File: src/rtl/tis100_axi_lite_if.sv
// tis100_axi_lite_if: AXI4-Lite bus between a tis100 initiator and the register-file slave
interface tis100_axi_lite_if #(
  parameter int ADDR_W = 6,
  parameter int DATA_W = 32
);
  logic [ADDR_W-1:0]   awaddr;
  logic [2:0]          awprot;
  logic                awvalid;
  logic                awready;
  logic [DATA_W-1:0]   wdata;
  logic [DATA_W/8-1:0] wstrb;
  logic                wvalid;
  logic                wready;
  logic [1:0]          bresp;
  logic                bvalid;
  logic                bready;
  logic [ADDR_W-1:0]   araddr;
  logic [2:0]          arprot;
  logic                arvalid;
  logic                arready;
  logic [DATA_W-1:0]   rdata;
  logic [1:0]          rresp;
  logic                rvalid;
  logic                rready;
  modport master(
    output awaddr, awprot, awvalid, wdata, wstrb, wvalid, bready, araddr, arprot, arvalid, rready,
    input  awready, wready, bresp, bvalid, arready, rdata, rresp, rvalid
  );
  modport slave(
    input  awaddr, awprot, awvalid, wdata, wstrb, wvalid, bready, araddr, arprot, arvalid, rready,
    output awready, wready, bresp, bvalid, arready, rdata, rresp, rvalid
  );
endinterface

File: src/rtl/tis100_axi_lite_master.sv
// tis100_axi_lite_master: single-outstanding AXI4-Lite register read/write initiator; optional watchdog via TIMEOUT_EN
module tis100_axi_lite_master #(
  parameter int C_M_AXI_DATA_WIDTH = 32,
  parameter int C_M_AXI_ADDR_WIDTH = 6,
  parameter int TIMEOUT_CYCLES     = 256
) (
  input  logic                          M_AXI_ACLK,
  input  logic                          M_AXI_ARESET,
  input  logic                          cmd_valid,
  output logic                          cmd_ready,
  input  logic                          cmd_write,
  input  logic [3:0]                    cmd_reg,
  input  logic [C_M_AXI_DATA_WIDTH-1:0] cmd_data,
  output logic                          rsp_valid,
  input  logic                          rsp_ready,
  output logic [C_M_AXI_DATA_WIDTH-1:0] rsp_data,
  output logic [1:0]                    rsp_resp,
  output logic                          rsp_timeout,
  tis100_axi_lite_if.master             m_axi
);
  typedef enum logic [2:0] {IDLE, WR_AW_W, WR_B, RD_AR, RD_R, RESP} state_t;
  state_t state, state_n;
  logic awvalid, awvalid_n, wvalid, wvalid_n, bready, bready_n, arvalid, arvalid_n, rready, rready_n;
  logic rsp_valid_n, busy, expire;
  logic [C_M_AXI_ADDR_WIDTH-1:0] addr, addr_n;
  logic [C_M_AXI_DATA_WIDTH-1:0] wdata, wdata_n, rsp_data_n;
  logic [1:0] rsp_resp_n;
  assign busy = state inside {WR_AW_W, WR_B, RD_AR, RD_R};
  assign m_axi.awaddr  = addr;
  assign m_axi.araddr  = addr;
  assign m_axi.wdata   = wdata;
  assign m_axi.awprot  = 3'b000;
  assign m_axi.arprot  = 3'b000;
  assign m_axi.wstrb   = '1;
  assign m_axi.awvalid = awvalid;
  assign m_axi.wvalid  = wvalid;
  assign m_axi.bready  = bready;
  assign m_axi.arvalid = arvalid;
  assign m_axi.rready  = rready;
`ifdef TIMEOUT_EN
  localparam int CW = $clog2(TIMEOUT_CYCLES + 1);
  logic [CW-1:0] cnt;
  assign expire = busy && cnt == CW'(TIMEOUT_CYCLES - 1);
  // watchdog counts busy cycles from command accept and flags the response it forces
  always_ff @(posedge M_AXI_ACLK or posedge M_AXI_ARESET)
    if (M_AXI_ARESET) begin
      cnt <= '0;
      rsp_timeout <= 1'b0;
    end else begin
      cnt <= state == IDLE ? '0 : busy ? cnt + CW'(1) : cnt;
      rsp_timeout <= expire ? 1'b1 : (state == RESP && rsp_ready) ? 1'b0 : rsp_timeout;
    end
`else
  assign expire = 1'b0;
  assign rsp_timeout = 1'b0;
`endif
  // state and all registered outputs
  always_ff @(posedge M_AXI_ACLK or posedge M_AXI_ARESET)
    if (M_AXI_ARESET) begin
      state     <= IDLE;
      cmd_ready <= 1'b0;
      awvalid   <= 1'b0;
      wvalid    <= 1'b0;
      bready    <= 1'b0;
      arvalid   <= 1'b0;
      rready    <= 1'b0;
      addr      <= '0;
      wdata     <= '0;
      rsp_valid <= 1'b0;
      rsp_data  <= '0;
      rsp_resp  <= 2'b00;
    end else begin
      state     <= state_n;
      cmd_ready <= state_n == IDLE;
      awvalid   <= awvalid_n;
      wvalid    <= wvalid_n;
      bready    <= bready_n;
      arvalid   <= arvalid_n;
      rready    <= rready_n;
      addr      <= addr_n;
      wdata     <= wdata_n;
      rsp_valid <= rsp_valid_n;
      rsp_data  <= rsp_data_n;
      rsp_resp  <= rsp_resp_n;
    end
  // next state and next register values; the watchdog overrides everything when it fires
  always_comb begin
    state_n     = state;
    awvalid_n   = awvalid;
    wvalid_n    = wvalid;
    bready_n    = bready;
    arvalid_n   = arvalid;
    rready_n    = rready;
    addr_n      = addr;
    wdata_n     = wdata;
    rsp_valid_n = rsp_valid;
    rsp_data_n  = rsp_data;
    rsp_resp_n  = rsp_resp;
    case (state)
      IDLE: if (cmd_valid && cmd_ready) begin
        addr_n    = C_M_AXI_ADDR_WIDTH'({cmd_reg, 2'b00});
        wdata_n   = cmd_write ? cmd_data : wdata;
        awvalid_n = cmd_write;
        wvalid_n  = cmd_write;
        arvalid_n = !cmd_write;
        state_n   = cmd_write ? WR_AW_W : RD_AR;
      end
      WR_AW_W: begin
        awvalid_n = awvalid && !m_axi.awready;
        wvalid_n  = wvalid && !m_axi.wready;
        if (!awvalid_n && !wvalid_n) begin
          bready_n = 1'b1;
          state_n  = WR_B;
        end
      end
      WR_B: if (m_axi.bvalid) begin
        rsp_resp_n  = m_axi.bresp;
        rsp_data_n  = '0;
        bready_n    = 1'b0;
        rsp_valid_n = 1'b1;
        state_n     = RESP;
      end
      RD_AR: if (m_axi.arready) begin
        arvalid_n = 1'b0;
        rready_n  = 1'b1;
        state_n   = RD_R;
      end
      RD_R: if (m_axi.rvalid) begin
        rsp_data_n  = m_axi.rdata;
        rsp_resp_n  = m_axi.rresp;
        rready_n    = 1'b0;
        rsp_valid_n = 1'b1;
        state_n     = RESP;
      end
      RESP: if (rsp_ready) begin
        rsp_valid_n = 1'b0;
        state_n     = IDLE;
      end
      default: state_n = IDLE;
    endcase
    if (expire) begin
      awvalid_n   = 1'b0;
      wvalid_n    = 1'b0;
      bready_n    = 1'b0;
      arvalid_n   = 1'b0;
      rready_n    = 1'b0;
      rsp_valid_n = 1'b1;
      rsp_data_n  = '0;
      rsp_resp_n  = 2'b10;
      state_n     = RESP;
    end
  end
endmodule

File: src/flat_wrapper.sv
// flat-port wrapper written by rule: the top's interface ports become plain ports
module tis100_axi_lite_master_flat 
#(
  parameter int C_M_AXI_DATA_WIDTH = 32,
  parameter int C_M_AXI_ADDR_WIDTH = 6,
  parameter int TIMEOUT_CYCLES     = 256
)
  (M_AXI_ACLK, M_AXI_ARESET, cmd_valid, cmd_ready, cmd_write, cmd_reg, cmd_data, rsp_valid, rsp_ready, rsp_data, rsp_resp, rsp_timeout, m_axi_awaddr, m_axi_awprot, m_axi_awvalid, m_axi_wdata, m_axi_wstrb, m_axi_wvalid, m_axi_bready, m_axi_araddr, m_axi_arprot, m_axi_arvalid, m_axi_rready, m_axi_awready, m_axi_wready, m_axi_bresp, m_axi_bvalid, m_axi_arready, m_axi_rdata, m_axi_rresp, m_axi_rvalid);
  tis100_axi_lite_if m_axi_i ();
  input  logic M_AXI_ACLK;
  input  logic M_AXI_ARESET;
  input  logic cmd_valid;
  output logic cmd_ready;
  input  logic cmd_write;
  input  logic [3:0] cmd_reg;
  input  logic [C_M_AXI_DATA_WIDTH-1:0] cmd_data;
  output logic rsp_valid;
  input  logic rsp_ready;
  output logic [C_M_AXI_DATA_WIDTH-1:0] rsp_data;
  output logic [1:0] rsp_resp;
  output logic rsp_timeout;
  output wire logic [$bits(m_axi_i.awaddr)-1:0] m_axi_awaddr;
  output wire logic [$bits(m_axi_i.awprot)-1:0] m_axi_awprot;
  output wire logic [$bits(m_axi_i.awvalid)-1:0] m_axi_awvalid;
  output wire logic [$bits(m_axi_i.wdata)-1:0] m_axi_wdata;
  output wire logic [$bits(m_axi_i.wstrb)-1:0] m_axi_wstrb;
  output wire logic [$bits(m_axi_i.wvalid)-1:0] m_axi_wvalid;
  output wire logic [$bits(m_axi_i.bready)-1:0] m_axi_bready;
  output wire logic [$bits(m_axi_i.araddr)-1:0] m_axi_araddr;
  output wire logic [$bits(m_axi_i.arprot)-1:0] m_axi_arprot;
  output wire logic [$bits(m_axi_i.arvalid)-1:0] m_axi_arvalid;
  output wire logic [$bits(m_axi_i.rready)-1:0] m_axi_rready;
  input wire logic [$bits(m_axi_i.awready)-1:0] m_axi_awready;
  input wire logic [$bits(m_axi_i.wready)-1:0] m_axi_wready;
  input wire logic [$bits(m_axi_i.bresp)-1:0] m_axi_bresp;
  input wire logic [$bits(m_axi_i.bvalid)-1:0] m_axi_bvalid;
  input wire logic [$bits(m_axi_i.arready)-1:0] m_axi_arready;
  input wire logic [$bits(m_axi_i.rdata)-1:0] m_axi_rdata;
  input wire logic [$bits(m_axi_i.rresp)-1:0] m_axi_rresp;
  input wire logic [$bits(m_axi_i.rvalid)-1:0] m_axi_rvalid;
  assign m_axi_awaddr = m_axi_i.awaddr;
  assign m_axi_awprot = m_axi_i.awprot;
  assign m_axi_awvalid = m_axi_i.awvalid;
  assign m_axi_wdata = m_axi_i.wdata;
  assign m_axi_wstrb = m_axi_i.wstrb;
  assign m_axi_wvalid = m_axi_i.wvalid;
  assign m_axi_bready = m_axi_i.bready;
  assign m_axi_araddr = m_axi_i.araddr;
  assign m_axi_arprot = m_axi_i.arprot;
  assign m_axi_arvalid = m_axi_i.arvalid;
  assign m_axi_rready = m_axi_i.rready;
  assign m_axi_i.awready = m_axi_awready;
  assign m_axi_i.wready = m_axi_wready;
  assign m_axi_i.bresp = m_axi_bresp;
  assign m_axi_i.bvalid = m_axi_bvalid;
  assign m_axi_i.arready = m_axi_arready;
  assign m_axi_i.rdata = m_axi_rdata;
  assign m_axi_i.rresp = m_axi_rresp;
  assign m_axi_i.rvalid = m_axi_rvalid;
  tis100_axi_lite_master #(.C_M_AXI_DATA_WIDTH(C_M_AXI_DATA_WIDTH), .C_M_AXI_ADDR_WIDTH(C_M_AXI_ADDR_WIDTH), .TIMEOUT_CYCLES(TIMEOUT_CYCLES)) u_core (.M_AXI_ACLK(M_AXI_ACLK), .M_AXI_ARESET(M_AXI_ARESET), .cmd_valid(cmd_valid), .cmd_ready(cmd_ready), .cmd_write(cmd_write), .cmd_reg(cmd_reg), .cmd_data(cmd_data), .rsp_valid(rsp_valid), .rsp_ready(rsp_ready), .rsp_data(rsp_data), .rsp_resp(rsp_resp), .rsp_timeout(rsp_timeout), .m_axi(m_axi_i));
endmodule
File: config.mk
export PLATFORM = sky130hd
export DESIGN_NAME = tis100_axi_lite_master_flat
export DESIGN_NICKNAME = d
export VERILOG_FILES = /design/src/rtl/tis100_axi_lite_if.sv /design/src/rtl/tis100_axi_lite_master.sv /design/src/flat_wrapper.sv
export SDC_FILE = /design/constraint.sdc
export NUM_CORES = 1
export LEC_CHECK = 0
export BUFFER_PORTS_ARGS = -buffer_cell sky130_fd_sc_hd__buf_2
export CORE_MARGIN = 2
export CORE_UTILIZATION = 49
export CTS_CLUSTER_SIZE = 16
export DETAILED_ROUTE_END_ITERATION = 10
export PLACE_DENSITY = 0.85
export SKIP_CTS_REPAIR_TIMING = 1
export SLEW_MARGIN = 30
export SYNTH_ARGS = -nofsm -noshare
export SYNTH_HDL_FRONTEND = slang
export SYNTH_SLANG_ARGS = --single-unit
export TNS_END_PERCENT = 50
File: constraint.sdc
create_clock -name M_AXI_ACLK -period 5.2 [get_ports M_AXI_ACLK]
set_clock_uncertainty 0.15 [all_clocks]
set_input_delay 0.52 -clock M_AXI_ACLK [delete_from_list [all_inputs] [get_ports M_AXI_ACLK]]
set_output_delay 0.52 -clock M_AXI_ACLK [all_outputs]
set_load 0.005 [all_outputs]
==> impl_metrics.prom, run 1 <==
# TYPE chip_impl_metric gauge
chip_impl_info{name="run_status",value="completed"} 1
chip_impl_metric{name="postSynth.asyncResetShare",unit=""} 1.00
chip_impl_metric{name="vdd.ir_drop.worst",unit="V"} 0.000269
chip_impl_metric{name="ios",unit=""} 178
chip_impl_metric{name="rr_worst_depth",unit=""} 4
chip_impl_metric{name="power_leakage",unit="nW"} 2.27
chip_impl_metric{name="antenna_violations_before_repair",unit=""} 0
chip_impl_metric{name="globalRouteTotalUtil",unit=""} 0.189
chip_impl_metric{name="clock_latency",unit="ns"} 0.33
chip_impl_metric{name="start_util",unit=""} 0.509
chip_impl_metric{name="yosys_register_bits",unit=""} 80
chip_impl_metric{name="yosys_warnings",unit=""} 0
chip_impl_metric{name="pre_cts_slack",unit="ns"} 2.85
chip_impl_info{name="origin_of_the_worst_setup_path",value="u_core.state[0]"} 1
chip_impl_metric{name="synthesis.area",unit="um^2"} 3480
chip_impl_metric{name="gpl.final_weighted_congestion",unit=""} 0.765
chip_impl_info{name="startpoint_type",value="register"} 1
chip_impl_metric{name="timing.final.crit_share",unit=""} 0.395
chip_impl_metric{name="worst_ep_required_time",unit="ns"} 5.27
chip_impl_metric{name="powerDensity",unit="nW/um^2"} 560
chip_impl_metric{name="reported_max_cap_violation_count",unit=""} 0
chip_impl_metric{name="site_rows",unit=""} 30
chip_impl_metric{name="post-route-drc-count",unit=""} 0
chip_impl_metric{name="largest_net_degree_at_the_start_of_global_routing",unit=""} 81
chip_impl_metric{name="design.core.area",unit="um^2"} 6830
chip_impl_metric{name="cts_htree_levels",unit=""} 3
chip_impl_metric{name="cts.clk_slew.worst_paths",unit="ns"} 0.08
chip_impl_metric{name="reg2reg_setup_slack",unit="ns"} 3.15
chip_impl_metric{name="setup_viol",unit=""} 0
chip_impl_metric{name="design.final.nets",unit=""} 538
chip_impl_info{name="rsz0062_at_grt",value="no"} 1
chip_impl_metric{name="die-area",unit="um^2"} 7790
chip_impl_metric{name="finalSetupTns",unit="ns"} 0
chip_impl_metric{name="critPathArrivalTime",unit="ns"} 2.13
chip_impl_metric{name="final.hold.worst_slack",unit="ns"} 0.195
chip_impl_metric{name="worstPathMaxFanout",unit=""} 34
chip_impl_metric{name="maxClockFrequency",unit="MHz"} 487
chip_impl_info{name="critPathCapture",value="u_core.m_axi.wdata[26]"} 1
chip_impl_info{name="clk_root_buffer_cell",value="clkbuf_8"} 1
chip_impl_metric{name="place.port_buffers",unit=""} 162
chip_impl_info{name="worstSetupEndpointType",value="register"} 1
chip_impl_metric{name="grt_overflow",unit=""} 0
chip_impl_metric{name="fin_area",unit="um^2"} 4400
chip_impl_info{name="criticalPathCategory",value="reg -> reg"} 1
chip_impl_metric{name="final_max_slew_viols",unit=""} 0
chip_impl_info{name="layout_commonest_cell",value="buf_2"} 1
chip_impl_metric{name="final_critical_path_setup_slack",unit="ns"} 3.15
chip_impl_metric{name="synth.distinct_cells",unit=""} 35
chip_impl_metric{name="synth-seq-area-share",unit=""} 0.575
chip_impl_metric{name="synth_cells",unit=""} 303
chip_impl_metric{name="slew_limit_headroom",unit=""} 0.528
chip_impl_metric{name="area_delta_synth_final",unit="%"} 26.5
chip_impl_metric{name="synth_enable_flop_cells",unit=""} 0
chip_impl_metric{name="final_antenna_net_count",unit=""} 0
chip_impl_metric{name="chipWidth",unit="um"} 88.3
chip_impl_metric{name="antenna_cells_inserted",unit=""} 0
chip_impl_metric{name="place.detailed.hpwl",unit="um"} 5540
chip_impl_info{name="hold_path_class",value="in -> async"} 1
chip_impl_metric{name="drtPass1Iterations",unit=""} 4
chip_impl_metric{name="starting_drt_drc_count",unit=""} 56
chip_impl_info{name="ys.flop_type",value="dfrtp_1"} 1
chip_impl_metric{name="routed-via-count",unit=""} 2606
chip_impl_metric{name="post-layout-total-power",unit="mW"} 2.47
chip_impl_metric{name="mean_routed_wirelength_per_cell",unit="um"} 13.5
chip_impl_metric{name="drt-vias-per-instance",unit=""} 4.70
chip_impl_metric{name="final_layout_size_suffix_gt1_frac",unit=""} 0.499
chip_impl_metric{name="tritoncts.num_buffers",unit=""} 9
chip_impl_metric{name="finalWirelength",unit="um"} 7500
chip_impl_metric{name="place_area",unit="um^2"} 4210
chip_impl_metric{name="timing.final.crit_period",unit="ns"} 2.05
chip_impl_info{name="rr_startpoint",value="u_core.state[0]"} 1
chip_impl_metric{name="global_route_wire_length_before_repair",unit="um"} 11200
chip_impl_metric{name="synth.avg_cell_area",unit="um^2"} 11.5
chip_impl_info{name="rr_endpoint",value="u_core.m_axi.wdata[26]"} 1
chip_impl_metric{name="cts_max_path_buffers",unit=""} 2
chip_impl_info{name="tritoncts_clock_tree",value="built"} 1
chip_impl_metric{name="tightest_slew",unit="ns"} 0.707
chip_impl_metric{name="number_of_sinks_handled_by_clock_tree_synthesis",unit=""} 80
chip_impl_metric{name="timing.final.hold_violations",unit=""} 0
chip_impl_metric{name="vias_in_the_first_global_route",unit=""} 2414
chip_impl_metric{name="die_height",unit="um"} 88.3
chip_impl_info{name="layout.cells.most_common_list",value="buf_2, dfrtp_1, nand2_1"} 1
where the power goes:
group	internal, mW	switching [mW]
Clock	0.217	0.214
Sequential	0.918	0.190
Combinational	0.485	0.442
Total	1.62	0.846
registers in the layout, indices dropped and copies added, names as in the netlist, 2 cells and up:
name,count
u_core.m_axi.wdata,32
u_core.rsp_data,32
u_core.m_axi.araddr,4
u_core.state,3
u_core.rsp_resp,2
logic make-up after synthesis:
family,Yosys count,synth area share
mux,40,0.129
buf+inv,40,0.0816
other cells,2,0.00216
simple gates,89,0.129
flops,80,0.575
compound gates,52,0.0831
worst min path at each step:
stage                        start                endpoint  slack, ns  cells past startpoint
5_1_grt               cmd_data[26]  u_core.m_axi.wdata[26]       0.24                      2
6_report              M_AXI_ARESET  u_core.m_axi.wdata[17]       0.19                      3
3_3_place_gp   u_core.rsp_data[30]     u_core.rsp_data[30]       0.31                      2
3_5_place_dp   u_core.rsp_data[30]     u_core.rsp_data[30]       0.32                      2
2_1_floorplan  u_core.rsp_data[10]     u_core.rsp_data[10]       0.32                      2
4_1_cts               cmd_data[26]  u_core.m_axi.wdata[26]       0.23                      2
cells in the mapped netlist (2+ instances only):
cell / number / area [um^2]
buf_2: 2 / 10.0
inv_1: 4 / 15.0
dfrtp_1: 80 / 2000
o21ai_0: 35 / 175
buf_6: 7 / 78.8
nand3b_1: 4 / 30.0
clkbuf_1: 5 / 18.8
nor2_1: 2 / 7.51
a21oi_1: 2 / 10.0
o21ai_1: 7 / 35.0
conb_1: 2 / 7.51
a31oi_1: 2 / 12.5
nand2_4: 2 / 22.5
buf_4: 21 / 158
mux2i_1: 2 / 20.0
nand2_1: 70 / 263
nand2b_1: 2 / 12.5
mux2_2: 37 / 417
area by class of cell:
cell class	instances	area, um^2
tap	96	120
clock buffer	9	124
timing repair buffer	164	830
sequential	80	2000
fill	568	2430
inverter	5	20.0
clock inverter	5	58.8
multi-input combinational	196	1250
per-layer routing:
metal	GRT usage	routed length, um
met1	0.241	3090
met2	0.306	3640
met3	0.0504	637
met4	0.0826	131
met5	0	0
per-stage QoR:
stage / cells / utilization
2_1_floorplan: 316 / -
3_3_place_gp: 541 / 0.616
3_5_place_dp: 541 / 0.616
4_1_cts: 555 / 0.643
5_1_grt: 555 / 0.645
6_report: 555 / 0.645
worst max-delay path: stages (launching register included):
cell       delay [ns]
dfrtp_1          0.55
nand4bb_4        0.37
nor2_8           0.19
nand2_4          0.27
mux2_1           0.40
No activity file was read; power rests on OpenSTA's default activity.
==> inputs of run 2 (changes only) <==
--- a/config.mk
+++ b/config.mk
@@ -7,10 +7,10 @@
 export LEC_CHECK = 0
 export BUFFER_PORTS_ARGS = -buffer_cell sky130_fd_sc_hd__buf_2
 export CORE_MARGIN = 2
-export CORE_UTILIZATION = 49
+export CORE_UTILIZATION = 45
 export CTS_CLUSTER_SIZE = 16
 export DETAILED_ROUTE_END_ITERATION = 10
-export PLACE_DENSITY = 0.85
+export PLACE_DENSITY = 0.79
 export SKIP_CTS_REPAIR_TIMING = 1
 export SLEW_MARGIN = 30
 export SYNTH_ARGS = -nofsm -noshare
==> constraint.sdc (replaced) <==
create_clock -name M_AXI_ACLK -period 1.9 [get_ports M_AXI_ACLK]
set_clock_uncertainty 0.15 [all_clocks]
set_input_delay 0.19 -clock M_AXI_ACLK [delete_from_list [all_inputs] [get_ports M_AXI_ACLK]]
set_output_delay 0.19 -clock M_AXI_ACLK [all_outputs]
set_load 0.005 [all_outputs]
==> run 2 against run 1 <==
Against the previous run: critical path depth is 1 higher; routed wire length is 23% higher; final cell count is 16% higher; hold slack worse by 0.24 ns; setup slack worse by 3.0 ns; global-route usage is 0.23 points lower; register-to-register slack worse by 3.0 ns; sequential cell count stayed put; combinational power grew to 3.2 times the previous value; largest power group unchanged; total power grew to 2.9 times the previous value; clock power grew to 2.5 times the previous value; non-clock buffer count is 79 higher; the run now ends with hold timing left.
==> impl_metrics.prom, run 2 (same netlist as run 1, synthesis figures left out) <==
# TYPE chip_impl_metric gauge
chip_impl_metric{name="vias_in_the_first_global_route",unit=""} 2700
chip_impl_metric{name="fin_util",unit=""} 0.686
chip_impl_info{name="layout.cells.most_common_list",value="buf_2, dfrtp_1, nand2_1"} 1
chip_impl_metric{name="drtPass1Iterations",unit=""} 5
chip_impl_info{name="tritoncts_clock_tree",value="built"} 1
chip_impl_metric{name="post-route-drc-count",unit=""} 0
chip_impl_info{name="run_status",value="complete, but fails checks"} 1
chip_impl_metric{name="final_antenna_net_count",unit=""} 0
chip_impl_metric{name="worstPathMaxFanout",unit=""} 13
chip_impl_metric{name="die_height",unit="um"} 91.9
chip_impl_metric{name="timing.final.crit_period",unit="ns"} 1.76
chip_impl_metric{name="power_leakage",unit="nW"} 2.62
chip_impl_metric{name="starting_drt_drc_count",unit=""} 81
chip_impl_info{name="rsz0062_at_grt",value="no"} 1
chip_impl_metric{name="antenna_violations_before_repair",unit=""} 0
chip_impl_metric{name="vdd.ir_drop.worst",unit="V"} 0.000651
chip_impl_metric{name="gpl.final_weighted_congestion",unit=""} 0.856
chip_impl_metric{name="die-area",unit="um^2"} 8450
chip_impl_metric{name="global_route_wire_length_before_repair",unit="um"} 12600
chip_impl_metric{name="cts_htree_levels",unit=""} 3
chip_impl_metric{name="routed-via-count",unit=""} 3016
chip_impl_metric{name="area.sequential",unit="um^2"} 2000
chip_impl_metric{name="tritoncts.num_buffers",unit=""} 9
chip_impl_info{name="criticalPathCategory",value="reg -> reg"} 1
chip_impl_metric{name="reported_max_cap_violation_count",unit=""} 0
chip_impl_info{name="hold_path_class",value="in -> reg"} 1
chip_impl_metric{name="antenna_cells_inserted",unit=""} 0
chip_impl_metric{name="area_delta_synth_final",unit="%"} 50.0
chip_impl_metric{name="place.port_buffers",unit=""} 162
chip_impl_metric{name="pre_cts_slack",unit="ns"} 0.168
chip_impl_info{name="clk_root_buffer_cell",value="clkbuf_8"} 1
chip_impl_metric{name="final_critical_path_setup_slack",unit="ns"} 0.139
chip_impl_metric{name="powerDensity",unit="nW/um^2"} 1350
chip_impl_metric{name="maxClockFrequency",unit="MHz"} 568
chip_impl_metric{name="number_of_sinks_handled_by_clock_tree_synthesis",unit=""} 80
chip_impl_metric{name="fin_area",unit="um^2"} 5220
chip_impl_metric{name="final.hold.worst_slack",unit="ns"} -0.0439
chip_impl_metric{name="pwr-share-comb",unit=""} 0.420
chip_impl_metric{name="place.detailed.hpwl",unit="um"} 5910
chip_impl_metric{name="multiInputGateArea",unit="um^2"} 1240
chip_impl_metric{name="place_area",unit="um^2"} 4370
chip_impl_metric{name="clock_latency",unit="ns"} 0.33
chip_impl_metric{name="final_layout_size_suffix_gt1_frac",unit=""} 0.446
chip_impl_metric{name="timing.final.hold_violations",unit=""} 2
chip_impl_metric{name="critPathArrivalTime",unit="ns"} 1.83
chip_impl_metric{name="design.core.area",unit="um^2"} 7610
chip_impl_metric{name="share_clk_of_total_power",unit=""} 0.157
chip_impl_metric{name="mean_routed_wirelength_per_cell",unit="um"} 14.3
chip_impl_metric{name="globalRouteTotalUtil",unit=""} 0.187
chip_impl_metric{name="grt_overflow",unit=""} 0
chip_impl_metric{name="start_util",unit=""} 0.457
chip_impl_metric{name="setup_viol",unit=""} 0
chip_impl_metric{name="p_seq_frac",unit=""} 0.424
chip_impl_metric{name="tightest_slew",unit="ns"} 0.505
chip_impl_metric{name="p_int",unit="mW"} 4.57
chip_impl_metric{name="site_rows",unit=""} 32
chip_impl_info{name="startpoint_type",value="register"} 1
chip_impl_metric{name="cts_max_path_buffers",unit=""} 2
chip_impl_metric{name="cts.clk_slew.worst_paths",unit="ns"} 0.08
chip_impl_metric{name="switching_power",unit="mW"} 2.47
chip_impl_metric{name="slew_limit_headroom",unit=""} 0.663
chip_impl_metric{name="p_sw_frac",unit=""} 0.351
chip_impl_metric{name="timing.final.crit_share",unit=""} 0.927
chip_impl_metric{name="finalSetupTns",unit="ns"} 0
chip_impl_info{name="failed_checks",value="hold timing"} 1
chip_impl_metric{name="design.final.nets",unit=""} 617
chip_impl_info{name="worstSetupEndpointType",value="register"} 1
chip_impl_metric{name="finalWirelength",unit="um"} 9210
chip_impl_metric{name="final.fill_count",unit=""} 563
chip_impl_metric{name="largest_net_degree_at_the_start_of_global_routing",unit=""} 50
chip_impl_metric{name="final_max_slew_viols",unit=""} 0
chip_impl_metric{name="drt-vias-per-instance",unit=""} 4.70
chip_impl_metric{name="ios",unit=""} 178
chip_impl_metric{name="post-layout-total-power",unit="mW"} 7.04
chip_impl_metric{name="chipWidth",unit="um"} 91.9
chip_impl_info{name="layout_commonest_cell",value="buf_2"} 1
chip_impl_metric{name="worst_ep_required_time",unit="ns"} 1.97
run 2: cell count changes in the layout (fill, tap and decap cells not counted), sizes merged:
cell / delta
buf: +11
inv: -1
clkinvlp: +2
bufinv: -1
clkbuf: +2
dlygate4sd3: +68
run 2: path summary, 6_finish.rpt:
path | depth (start not counted) | start | end | slack (ns)
min in group asynchronous | 3 | M_AXI_ARESET | u_core.m_axi.wdata[7] | 0.30
worst min-delay path | 3 | m_axi_rdata[23] | u_core.rsp_data[23] | -0.04
worst min register to register | 2 | u_core.rsp_data[25] | u_core.rsp_data[25] | 0.33
worst max register to register | 5 | u_core.state[0] | u_core.m_axi.wdata[21] | 0.14
worst max-delay path | 5 | u_core.state[0] | u_core.m_axi.wdata[21] | 0.14
max in group asynchronous | 4 | M_AXI_ARESET | u_core.rsp_resp[0] | 0.72
run 2: layer usage:
metal  share of wire  wire length, um  track usage  up-vias
li1                -                -            -     1441
met2            0.53             4840        0.328      140
met1            0.39             3560        0.229     1419
met5               0                0            0        -
met3           0.072              662       0.0386       16
met4           0.016              149       0.0622        0
run 2: critical path, stage by stage (launching register included):
cell and delay, ns:
dfrtp_1 0.45, nand4bb_4 0.31, nor2_8 0.13, nand2_4 0.14, buf_12 0.19, mux2_2 0.27
run 2: layout make-up:
class                           count  share of cell area
Clock buffer                       11              0.0271
Clock inverter                      5             0.00623
Inverter                            5             0.00431
Multi-Input combinational cell    196               0.238
Sequential cell                    80               0.384
Tap cell                          102              0.0244
Timing Repair Buffer              243               0.316
run 2: through the flow:
| step | instances | hold WS [ns] |
|---|---|---|
| 3_5_place_dp | 558 | 0.101 |
| 5_1_grt | 642 | 0.00183 |
| 2_1_floorplan | 316 | 0.167 |
| 3_3_place_gp | 558 | 0.103 |
| 4_1_cts | 574 | -0.274 |
| 6_report | 642 | -0.0439 |
run 2: power groups by stage:
stage	combinational, mW	clock, mW	sequential, mW
6_report	2.96	1.10	2.98
5_1_grt	3.25	1.21	3.09
4_1_cts	2.82	1.14	2.97
3_5_place_dp	2.83	0	2.99
3_3_place_gp	2.72	0	2.95
2_1_floorplan	1.58	0	3.02
==> inputs of run 3 (changes only) <==
--- a/config.mk
+++ b/config.mk
@@ -10,7 +10,7 @@
 export CORE_UTILIZATION = 45
 export CTS_CLUSTER_SIZE = 16
 export DETAILED_ROUTE_END_ITERATION = 10
-export PLACE_DENSITY = 0.79
+export PLACE_DENSITY = 0.81
 export SKIP_CTS_REPAIR_TIMING = 1
 export SLEW_MARGIN = 30
 export SYNTH_ARGS = -nofsm -noshare
==> run 3 against run 2 <==
Against the previous run: the run now ends clean; hold slack improved by 0.052 ns; largest power group unchanged; core utilization increased by 0.31 points; first-iteration DRC count fell by 14%; sequential power is essentially flat; register-to-register slack is essentially flat; setup slack improved by 0.0050 ns; combinational power shrank 2%; clock-buffer cell count down 1.
==> impl_metrics.prom, run 3 (same netlist as run 1, synthesis figures left out) <==
# TYPE chip_impl_metric gauge
chip_impl_info{name="run_status",value="completed"} 1
chip_impl_metric{name="place.port_buffers",unit=""} 162
chip_impl_metric{name="final.fill_count",unit=""} 567
chip_impl_metric{name="max_stage_delay",unit="ns"} 0.43
chip_impl_metric{name="chipWidth",unit="um"} 91.9
chip_impl_metric{name="cts.clk_slew.worst_paths",unit="ns"} 0.09
chip_impl_metric{name="timing.final.hold_violations",unit=""} 0
chip_impl_metric{name="gpl.final_weighted_congestion",unit=""} 0.836
chip_impl_info{name="rsz0062_at_grt",value="no"} 1
chip_impl_metric{name="grt_overflow",unit=""} 0
chip_impl_metric{name="finalSetupTns",unit="ns"} 0
chip_impl_metric{name="maxClockFrequency",unit="MHz"} 569
chip_impl_info{name="tritoncts_clock_tree",value="built"} 1
chip_impl_metric{name="place.detailed.hpwl",unit="um"} 5610
chip_impl_metric{name="setup_viol",unit=""} 0
chip_impl_metric{name="start_util",unit=""} 0.457
chip_impl_info{name="startpoint_type",value="register"} 1
chip_impl_metric{name="cts_max_path_buffers",unit=""} 2
chip_impl_metric{name="vias_in_the_first_global_route",unit=""} 2546
chip_impl_metric{name="worstPathMaxFanout",unit=""} 34
chip_impl_metric{name="global_route_wire_length_before_repair",unit="um"} 11800
chip_impl_info{name="layout.cells.most_common_list",value="buf_2, dfrtp_1, nand2_1, dlygate4sd3_1, mux2_2"} 1
chip_impl_metric{name="starting_drt_drc_count",unit=""} 70
chip_impl_info{name="layout_commonest_cell",value="buf_2"} 1
chip_impl_metric{name="final_antenna_net_count",unit=""} 0
chip_impl_metric{name="ios",unit=""} 178
chip_impl_metric{name="routed-via-count",unit=""} 2961
chip_impl_metric{name="design.core.area",unit="um^2"} 7610
chip_impl_metric{name="mean_routed_wirelength_per_cell",unit="um"} 14.0
chip_impl_metric{name="fin_util",unit=""} 0.689
chip_impl_info{name="critical-path-top-delay-family",value="simple AND/OR/NAND/NOR gates"} 1
chip_impl_metric{name="sum_of_buffers_and_inverters_on_the_critical_path",unit=""} 0
chip_impl_metric{name="timing.final.crit_share",unit=""} 0.924
chip_impl_metric{name="drt-vias-per-instance",unit=""} 4.63
chip_impl_metric{name="pre_cts_slack",unit="ns"} 0.0597
chip_impl_info{name="clk_root_buffer_cell",value="clkbuf_8"} 1
chip_impl_info{name="crit_slowest_cell",value="dfrtp_1"} 1
chip_impl_metric{name="worst_ep_required_time",unit="ns"} 1.97
chip_impl_metric{name="critPathArrivalTime",unit="ns"} 1.82
chip_impl_metric{name="timing.final.crit_period",unit="ns"} 1.76
chip_impl_info{name="worstSetupEndpointType",value="register"} 1
chip_impl_metric{name="final_critical_path_setup_slack",unit="ns"} 0.144
chip_impl_metric{name="tritoncts.num_buffers",unit=""} 9
chip_impl_metric{name="post-route-drc-count",unit=""} 0
chip_impl_metric{name="drtPass1Iterations",unit=""} 4
chip_impl_metric{name="globalRouteTotalUtil",unit=""} 0.175
chip_impl_metric{name="clock_latency",unit="ns"} 0.33
chip_impl_metric{name="final_layout_size_suffix_gt1_frac",unit=""} 0.441
chip_impl_metric{name="powerDensity",unit="nW/um^2"} 1390
chip_impl_metric{name="final_max_slew_viols",unit=""} 0
chip_impl_metric{name="power_leakage",unit="nW"} 2.62
chip_impl_metric{name="design.final.nets",unit=""} 614
chip_impl_info{name="hold_path_class",value="in -> reg"} 1
chip_impl_metric{name="largest_net_degree_at_the_start_of_global_routing",unit=""} 50
chip_impl_metric{name="reported_max_cap_violation_count",unit=""} 0
chip_impl_info{name="timing.critical_path.cells",value="nand4bb_4 > nor2_8 > nand2_8 > mux2_1"} 1
chip_impl_metric{name="finalWirelength",unit="um"} 8950
chip_impl_metric{name="post-layout-total-power",unit="mW"} 7.27
chip_impl_info{name="criticalPathCategory",value="reg -> reg"} 1
chip_impl_metric{name="die_height",unit="um"} 91.9
chip_impl_metric{name="site_rows",unit=""} 32
chip_impl_metric{name="number_of_sinks_handled_by_clock_tree_synthesis",unit=""} 80
chip_impl_metric{name="antenna_violations_before_repair",unit=""} 0
chip_impl_metric{name="vdd.ir_drop.worst",unit="V"} 0.000812
chip_impl_metric{name="cts_htree_levels",unit=""} 3
chip_impl_metric{name="die-area",unit="um^2"} 8450
chip_impl_metric{name="area_delta_synth_final",unit="%"} 50.7
## run 3: worst paths after layout
check,from,endpoint,slack [ns],cells past startpoint
max,u_core.state[0],u_core.m_axi.wdata[26],0.14,4
min,m_axi_bresp[0],u_core.rsp_resp[0],0.008,3
max reg2reg,u_core.state[0],u_core.m_axi.wdata[26],0.14,4
min reg2reg,u_core.rsp_data[31],u_core.rsp_data[31],0.33,2
max in group asynchronous,M_AXI_ARESET,u_core.m_axi.araddr[4],0.78,4
min in group asynchronous,M_AXI_ARESET,u_core.m_axi.wdata[6],0.25,3
## run 3: per-layer routing
| metal | share of wire | track usage | vias to the layer above |
|---|---|---|---|
| met5 | 0 | 0 | - |
| met2 | 0.52 | 0.296 | 128 |
| li1 | - | - | 1436 |
| met1 | 0.39 | 0.223 | 1379 |
| met4 | 0.021 | 0.0597 | 0 |
| met3 | 0.069 | 0.0378 | 18 |
## run 3: worst min-delay path: cells and delay by family
kind	cells	cell delay, ns
compound gates	1	0.13
buf+inv	1	0.08
mux	1	0.05
## run 3: per-stage QoR
| stage | cells | hold slack [ns] | instance area (um^2) |
|---|---|---|---|
| final | 640 | 0.00838 | 5240 |
| after global routing | 639 | 0.0156 | 5240 |
| after CTS | 569 | -0.361 | 4530 |
| after detailed placement | 553 | 0.0152 | 4300 |
| after global placement | 553 | -0.00159 | 4300 |
| after floorplan | 316 | 0.167 | 3530 |
## run 3: final cells by class
cell class              instances  area, um^2  area share
flip-flops and latches         80        2000       0.382
repair buffers                240        1610       0.307
multi-input cells             196        1250       0.239
clock buffers                  10         138      0.0262
well taps                     102         128      0.0243
clock inverters                 6        91.3      0.0174
inverters                       5        22.5     0.00429
diodes                          1        2.50    0.000477
## run 3: where the power goes
part,switching (mW),internal (mW),total [mW]
logic,1.38,1.52,2.90
clock network,0.612,0.783,1.39
registers,0.454,2.51,2.97
